<file path="src/rtl/p2s_scheduler_if.sv">
// p2s_scheduler_if
//   Bundles the two channel req/ack/data handshakes with the serializer-side
//   signals (data word, load strobe, output_ready feedback).
//
//   Signals:
//     req_l/req_r     channel word ready
//     data_l/data_r   channel word, valid while req is high
//     ack_l/ack_r     combinational accept, word captured at this edge
//     p2s_data        word presented to the serializer
//     p2s_enable      one-cycle serializer load strobe
//     p2s_done        serializer output_ready
//
//   Modports:
//     master  channel accumulators + serializer side (drives req/data/done)
//     slave   the scheduler

interface p2s_scheduler_if #(
    parameter int WORD_BITS = 40
);
    logic                 req_l;
    logic                 req_r;
    logic [WORD_BITS-1:0] data_l;
    logic [WORD_BITS-1:0] data_r;
    logic                 ack_l;
    logic                 ack_r;
    logic [WORD_BITS-1:0] p2s_data;
    logic                 p2s_enable;
    logic                 p2s_done;

    modport master (
        output req_l, req_r, data_l, data_r, p2s_done,
        input  ack_l, ack_r, p2s_data, p2s_enable
    );

    modport slave (
        input  req_l, req_r, data_l, data_r, p2s_done,
        output ack_l, ack_r, p2s_data, p2s_enable
    );
endinterface

</file>
<file path="src/rtl/p2s_scheduler.sv">
// p2s_scheduler
//   Shares one parallel-to-serial output stage between the left and right
//   channel filter results. Each channel hands one word into its own holding
//   register; on every Frame pulse one pending word is picked round-robin,
//   loaded into the serializer, and the shift window is timed.
//
//   Ports:
//     Sclk        clock, rising edge
//     clear       synchronous active-high reset
//     Frame       one-cycle frame start pulse
//     bus         p2s_scheduler_if.slave (channel handshakes + serializer)
//     chan_sel    channel being serialized (0 = left, 1 = right)
//     busy        high in LOAD and SHIFT
//     frame_err   sticky, Frame seen while busy
//     sync_err    sticky, shift window ended without p2s_done
//     cnt_l/cnt_r words sent per channel
//
//   Optional build macro:
//     P2S_SCHED_STATS_EN  builds the per-channel word counters; otherwise
//                         cnt_l/cnt_r are tied to zero.
//
//   state    | meaning
//   ---------+-----------------------------------------------------------
//   ST_IDLE  | waiting for a Frame with at least one held word
//   ST_LOAD  | one cycle, p2s_enable high, serializer takes p2s_data
//   ST_SHIFT | serializer shifting, down-counter times SHIFT_CYCLES

module p2s_scheduler #(
    parameter int WORD_BITS    = 40,
    parameter int SHIFT_CYCLES = 16
) (
    input  logic                 Sclk,
    input  logic                 clear,
    input  logic                 Frame,
    p2s_scheduler_if.slave       bus,
    output logic                 chan_sel,
    output logic                 busy,
    output logic                 frame_err,
    output logic                 sync_err,
    output logic [15:0]          cnt_l,
    output logic [15:0]          cnt_r
);

    localparam int CNT_W = (SHIFT_CYCLES > 1) ? $clog2(SHIFT_CYCLES) : 1;

    typedef enum logic [1:0] {
        ST_IDLE  = 2'd0,
        ST_LOAD  = 2'd1,
        ST_SHIFT = 2'd2
    } state_t;

    state_t               state;
    state_t               state_nxt;

    logic                 hold_valid_l;
    logic                 hold_valid_r;
    logic [WORD_BITS-1:0] hold_data_l;
    logic [WORD_BITS-1:0] hold_data_r;
    logic [WORD_BITS-1:0] p2s_data_q;
    logic                 last_served;
    logic                 done_seen;
    logic [CNT_W-1:0]     shift_cnt;

    logic                 ack_l;
    logic                 ack_r;
    logic                 pick_r;
    logic                 start_load;
    logic                 shift_end;
    logic                 load_strobe;

    // Holding registers accept only when empty; no same-cycle bypass after LOAD.
    assign ack_l = bus.req_l & ~hold_valid_l & ~clear;
    assign ack_r = bus.req_r & ~hold_valid_r & ~clear;

    // Right wins when it is the only one pending, or both are pending and
    // left was served last.
    assign pick_r = hold_valid_r & (~hold_valid_l | ~last_served);

    assign bus.ack_l      = ack_l;
    assign bus.ack_r      = ack_r;
    assign bus.p2s_data   = p2s_data_q;
    assign bus.p2s_enable = load_strobe;

    always_ff @(posedge Sclk) begin
        if (clear) begin
            state <= ST_IDLE;
        end else begin
            state <= state_nxt;
        end
    end

    always_comb begin
        state_nxt   = state;
        start_load  = 1'b0;
        shift_end   = 1'b0;
        load_strobe = 1'b0;
        busy        = 1'b0;
        case (state)
            ST_IDLE: begin
                if (Frame && (hold_valid_l || hold_valid_r)) begin
                    start_load = 1'b1;
                    state_nxt  = ST_LOAD;
                end
            end
            ST_LOAD: begin
                load_strobe = 1'b1;
                busy        = 1'b1;
                state_nxt   = ST_SHIFT;
            end
            ST_SHIFT: begin
                busy = 1'b1;
                if (shift_cnt == '0) begin
                    shift_end = 1'b1;
                    state_nxt = ST_IDLE;
                end
            end
            default: begin
                state_nxt = ST_IDLE;
            end
        endcase
    end

    always_ff @(posedge Sclk) begin
        if (clear) begin
            hold_valid_l <= 1'b0;
            hold_valid_r <= 1'b0;
            hold_data_l  <= '0;
            hold_data_r  <= '0;
            p2s_data_q   <= '0;
            chan_sel     <= 1'b0;
            last_served  <= 1'b1;
            done_seen    <= 1'b0;
            shift_cnt    <= '0;
            frame_err    <= 1'b0;
            sync_err     <= 1'b0;
        end else begin
            if (ack_l) begin
                hold_data_l  <= bus.data_l;
                hold_valid_l <= 1'b1;
            end else if (state == ST_LOAD && !chan_sel) begin
                hold_valid_l <= 1'b0;
            end

            if (ack_r) begin
                hold_data_r  <= bus.data_r;
                hold_valid_r <= 1'b1;
            end else if (state == ST_LOAD && chan_sel) begin
                hold_valid_r <= 1'b0;
            end

            // Word is latched on the way into LOAD so p2s_data holds it
            // for the whole LOAD cycle and afterwards.
            if (start_load) begin
                chan_sel    <= pick_r;
                last_served <= pick_r;
                p2s_data_q  <= pick_r ? hold_data_r : hold_data_l;
                done_seen   <= 1'b0;
            end

            if (state == ST_LOAD) begin
                shift_cnt <= CNT_W'(SHIFT_CYCLES - 1);
            end else if (state == ST_SHIFT && shift_cnt != '0) begin
                shift_cnt <= shift_cnt - CNT_W'(1);
            end

            if (state == ST_SHIFT && bus.p2s_done) begin
                done_seen <= 1'b1;
            end

            // p2s_done in the final cycle itself still counts.
            if (shift_end && !done_seen && !bus.p2s_done) begin
                sync_err <= 1'b1;
            end

            if (Frame && busy) begin
                frame_err <= 1'b1;
            end
        end
    end

`ifdef P2S_SCHED_STATS_EN
    always_ff @(posedge Sclk) begin
        if (clear) begin
            cnt_l <= '0;
            cnt_r <= '0;
        end else if (state == ST_LOAD) begin
            if (chan_sel) begin
                cnt_r <= cnt_r + 16'd1;
            end else begin
                cnt_l <= cnt_l + 16'd1;
            end
        end
    end
`else
    assign cnt_l = '0;
    assign cnt_r = '0;
`endif

endmodule

</file>
<file path="src/flat_wrapper.sv">
// flat-port wrapper written by rule: the top's interface ports become plain ports
module p2s_scheduler_flat 
#(
    parameter int WORD_BITS    = 40,
    parameter int SHIFT_CYCLES = 16
)
  (Sclk, clear, Frame, chan_sel, busy, frame_err, sync_err, cnt_l, cnt_r, bus_req_l, bus_req_r, bus_data_l, bus_data_r, bus_p2s_done, bus_ack_l, bus_ack_r, bus_p2s_data, bus_p2s_enable);
  p2s_scheduler_if #(.WORD_BITS(WORD_BITS)) bus_i ();
  input  logic Sclk;
  input  logic clear;
  input  logic Frame;
  output logic chan_sel;
  output logic busy;
  output logic frame_err;
  output logic sync_err;
  output logic [15:0] cnt_l;
  output logic [15:0] cnt_r;
  input wire logic [$bits(bus_i.req_l)-1:0] bus_req_l;
  input wire logic [$bits(bus_i.req_r)-1:0] bus_req_r;
  input wire logic [$bits(bus_i.data_l)-1:0] bus_data_l;
  input wire logic [$bits(bus_i.data_r)-1:0] bus_data_r;
  input wire logic [$bits(bus_i.p2s_done)-1:0] bus_p2s_done;
  output wire logic [$bits(bus_i.ack_l)-1:0] bus_ack_l;
  output wire logic [$bits(bus_i.ack_r)-1:0] bus_ack_r;
  output wire logic [$bits(bus_i.p2s_data)-1:0] bus_p2s_data;
  output wire logic [$bits(bus_i.p2s_enable)-1:0] bus_p2s_enable;
  assign bus_i.req_l = bus_req_l;
  assign bus_i.req_r = bus_req_r;
  assign bus_i.data_l = bus_data_l;
  assign bus_i.data_r = bus_data_r;
  assign bus_i.p2s_done = bus_p2s_done;
  assign bus_ack_l = bus_i.ack_l;
  assign bus_ack_r = bus_i.ack_r;
  assign bus_p2s_data = bus_i.p2s_data;
  assign bus_p2s_enable = bus_i.p2s_enable;
  p2s_scheduler #(.WORD_BITS(WORD_BITS), .SHIFT_CYCLES(SHIFT_CYCLES)) u_core (.Sclk(Sclk), .clear(clear), .Frame(Frame), .bus(bus_i), .chan_sel(chan_sel), .busy(busy), .frame_err(frame_err), .sync_err(sync_err), .cnt_l(cnt_l), .cnt_r(cnt_r));
endmodule
</file>
<file path="config.mk">
export PLATFORM = sky130hd
export DESIGN_NAME = p2s_scheduler_flat
export DESIGN_NICKNAME = d
export VERILOG_FILES = /design/src/rtl/p2s_scheduler_if.sv /design/src/rtl/p2s_scheduler.sv /design/src/flat_wrapper.sv
export SDC_FILE = /design/constraint.sdc
export NUM_CORES = 1
export LEC_CHECK = 0
export CORE_AREA = 3 3 146 113
export DETAILED_ROUTE_END_ITERATION = 8
export DIE_AREA = 0 0 149 116
export GPL_ROUTABILITY_DRIVEN = 0
export GPL_TIMING_DRIVEN = 0
export PLACE_DENSITY = 0.64
export SYNTH_ARGS = -nofsm -noshare
export SYNTH_HDL_FRONTEND = slang
export SYNTH_SLANG_ARGS = --single-unit
</file>
<file path="constraint.sdc">
create_clock -name Sclk -period 4.6 [get_ports Sclk]
set_input_delay 0.92 -clock Sclk [delete_from_list [all_inputs] [get_ports Sclk]]
set_output_delay 0.92 -clock Sclk [all_outputs]
set_load 0.05 [all_outputs]
</file>
==> impl_metrics.env <==
export IMPL_holdCritStartpoint="u_core.hold_data_r[1]"
export IMPL_postSynthCellCount=670
export IMPL_postCtsHoldBufs=0
export IMPL_fin_skew_ns=0.01023
export IMPL_grt_usage_pct=18.03
export IMPL_antenna_found_initial=0
export IMPL_die_h_um=116
export IMPL_regToRegStartpoint="u_core.hold_valid_l"
export IMPL_core_rowCount=39
export IMPL_grt_pass1_wl_um=24660
export IMPL_p_per_area_mw_per_mm2=429.7
export IMPL_hold_depth=2
export IMPL_post_cts_repair_setup_buffers=0
export IMPL_drc_errors=0
export IMPL_drt_wl_total_um=15450
export IMPL_antenna_diode_count=0
export IMPL_nets=942
export IMPL_rsz0062_at_grt="no"
export IMPL_synth_async_sr_flop_share_pct=0
export IMPL_num_vias=4963
export IMPL_grt_ovfl_total=0
export IMPL_synth_top_cell_area_share_pct=50.71
export IMPL_first_pass_iters=4
export IMPL_insertion_delay_ns=0.41
export IMPL_wire_per_inst_um=14.43
export IMPL_layout_commonest_cell="nand2_1"
export IMPL_grt_max_degree=17
export IMPL_cp_end_kind="primary output"
export IMPL_worst_r2r_setup_slack_ns=2.70
export IMPL_leakage_uw=0.002907
export IMPL_maxSlewHeadroom_pct=40.78
export IMPL_critical_path_class="in2out"
export IMPL_crit_chain="clkdlybuf4s50_1, nor3b_2, buf_2, clkdlybuf4s50_1"
export IMPL_drt_iter0_drc=327
export IMPL_max_vdd_ir_drop_uv=222.4
export IMPL_cp_buffers_inverters=3
export IMPL_worst_pin_slew_ns=0.8844
export IMPL_htreeDepth=4
export IMPL_dp_hpwl_um=10980
export IMPL_grt_pass1_vias=4832
export IMPL_numCtsBuffers=17
export IMPL_r2r_end="u_core.hold_data_l[1]"
export IMPL_fin_setup_tns_ns=0
export IMPL_initial_core_util_pct=34.71
export IMPL_status="finished, final reports clean"
export IMPL_die_area_mm2=0.01728
export IMPL_synth_edff_count=0
export IMPL_yosysWarnings=0
export IMPL_cts_tree="yes"
export IMPL_final_cells=1070
export IMPL_drv_slew=0
export IMPL_die_w_um=149
export IMPL_synthToLayoutAreaGrowth_pct=43.04
export IMPL_path_common_cell="clkdlybuf4s50_1"
export IMPL_ys_seq_area_share_pct=50.71
export IMPL_fmax_ghz=0.2338
export IMPL_ys_types=30
export IMPL_hold_class="reg2reg"
export IMPL_start_kind="primary input"
export IMPL_drive_gt1_share_pct=10.75
export IMPL_hold_viol_final=0
export IMPL_final_cell_mix="nand2_1 (207), dfxtp_1 (133), clkdlybuf4s50_1 (132)"
export IMPL_detail_route_vias_per_cell=4.638
export IMPL_path_max_fanout=10
export IMPL_period_share_pct=92.98
export IMPL_cap_violations=0
export IMPL_io_buffers=132
export IMPL_cts_resized=0
export IMPL_avgSynthCellArea_um2=7.836
export IMPL_path_clk_slew_ns=0.06
export IMPL_clockBufferDepth=2
export IMPL_fp_coreArea_mm2=0.01513
export IMPL_synthTopCellsByArea="dfxtp_1 (51%), nand2_1 (15%), o21ai_0 (11%)"
export IMPL_reg2regPathDepth=4
export IMPL_syn_cell_area_mm2=0.005250
export IMPL_worst_path_max_delay_cell="clkdlybuf4s50_1"
export IMPL_critPathArrivalTime_ns=3.36
export IMPL_yosysTopAreaCell="dfxtp_1"
export IMPL_setup_viol=0
export IMPL_fillers=1486
export IMPL_ys_ff_latch=133
export IMPL_period_minus_slack_ns=4.277
export IMPL_cts_sinks=133
export IMPL_dp_cells=1038
export IMPL_synth_flop_cell="dfxtp_1"
export IMPL_cpPeakStageDelay_ns=0.84
export IMPL_ios=165
export IMPL_drtAntennaViolNets=0
export IMPL_cts_root_buf="clkbuf_16"
export IMPL_cp_startpoint="bus_req_l"
export IMPL_path_delay_family="buffers and inverters"
export IMPL_holdPathEnd="u_core.bus.p2s_data[1]"
export IMPL_crit_required_ns=3.68
final cells by class:
| cell class | instances | area (um^2) | share of cell area [%] |
|---|---|---|---|
| Buffer | 82 | 454.2 | 6.048 |
| Clock buffer | 18 | 439.2 | 5.848 |
| Clock inverter | 14 | 126.4 | 1.683 |
| Inverter | 7 | 26.28 | 0.3499 |
| Multi-Input combinational cell | 479 | 2223 | 29.61 |
| Sequential cell | 133 | 2663 | 35.45 |
| Tap cell | 205 | 256.5 | 3.416 |
| Timing Repair Buffer | 132 | 1321 | 17.59 |
worst max-delay path by stage:
stage / end / slack, ns / cells after the start
5_1_grt: bus_ack_l / 0.20 / 4
3_5_place_dp: bus_ack_l / 0.34 / 4
6_report: bus_ack_l / 0.32 / 4
4_1_cts: bus_ack_l / 0.29 / 4
2_1_floorplan: bus_ack_r / 2.06 / 2
3_3_place_gp: bus_ack_l / 0.38 / 4
power by group:
part           leakage [uW]  switching, uW  total (uW)  internal, uW
registers           0.00109           53.3        1300          1250
logic               0.00155            405         635           230
clock network      0.000265            530        1290           760
total               0.00291            989        3230          2240
per-stage QoR:
step / power [uW] / hold slack (ns) / utilization [%] / cell area (um^2) / setup slack (ns)
finish: 3227 / 0.4533 / 49.64 / 7510 / 0.3231
global route: 3364 / 0.4708 / 49.64 / 7510 / 0.1998
CTS: 3247 / 0.4532 / 49.64 / 7510 / 0.2868
detailed placement: 1956 / 0.4440 / 45.91 / 6944 / 0.3382
global placement: 1953 / 0.4372 / 45.91 / 6944 / 0.3840
floorplan: 1721 / 0.4286 / - / 5366 / 2.061
worst reg2reg max path: cells and delay by family (launching register included):
family / cells / cell delay [ns]
simple gates: 1 / 0.75
flops: 1 / 0.29
buf+inv: 2 / 0.57
compound gates: 1 / 0.16
flip-flops by register name (all words and copies together), names as in the netlist:
register	flops
u_core.bus.p2s_data	40
u_core.chan_sel	1
u_core.done_seen	1
u_core.frame_err	1
u_core.hold_data_l	40
u_core.hold_data_r	40
u_core.hold_valid_l	1
u_core.hold_valid_r	1
u_core.last_served	1
u_core.shift_cnt	4
u_core.state	2
u_core.sync_err	1
cells by family after synthesis:
| group | share of synthesized area [%] |
|---|---|
| AOI/OAI and AO/OA | 22.07 |
| and+or+nand+nor | 16.66 |
| other | 0.07143 |
| DFF | 50.71 |
| muxes | 0.3813 |
| buffers and inverters | 9.151 |
| adders and majority gates | 0.9533 |
cell usage after synthesis (all sizes together) (2+ instances only):
cell type	n
a311oi	3
a21oi	84
ha	4
o21ai	121
nor4b	2
nor2	6
inv	7
a211oi	3
mux2i	2
nor3b	2
clkbuf	29
nand2	207
buf	53
a22oi	2
dfxtp	133
metal layers:
| metal | vias to the layer above | global-route usage [%] | wire (um) |
|---|---|---|---|
| li1 | 2536 | - | - |
| met5 | - | 0 | 0 |
| met2 | 156 | 26.15 | 6569 |
| met1 | 2259 | 26.72 | 7845 |
| met4 | 0 | 5.488 | 123 |
| met3 | 12 | 4.027 | 906 |
Power figures use the tool's default switching activity.
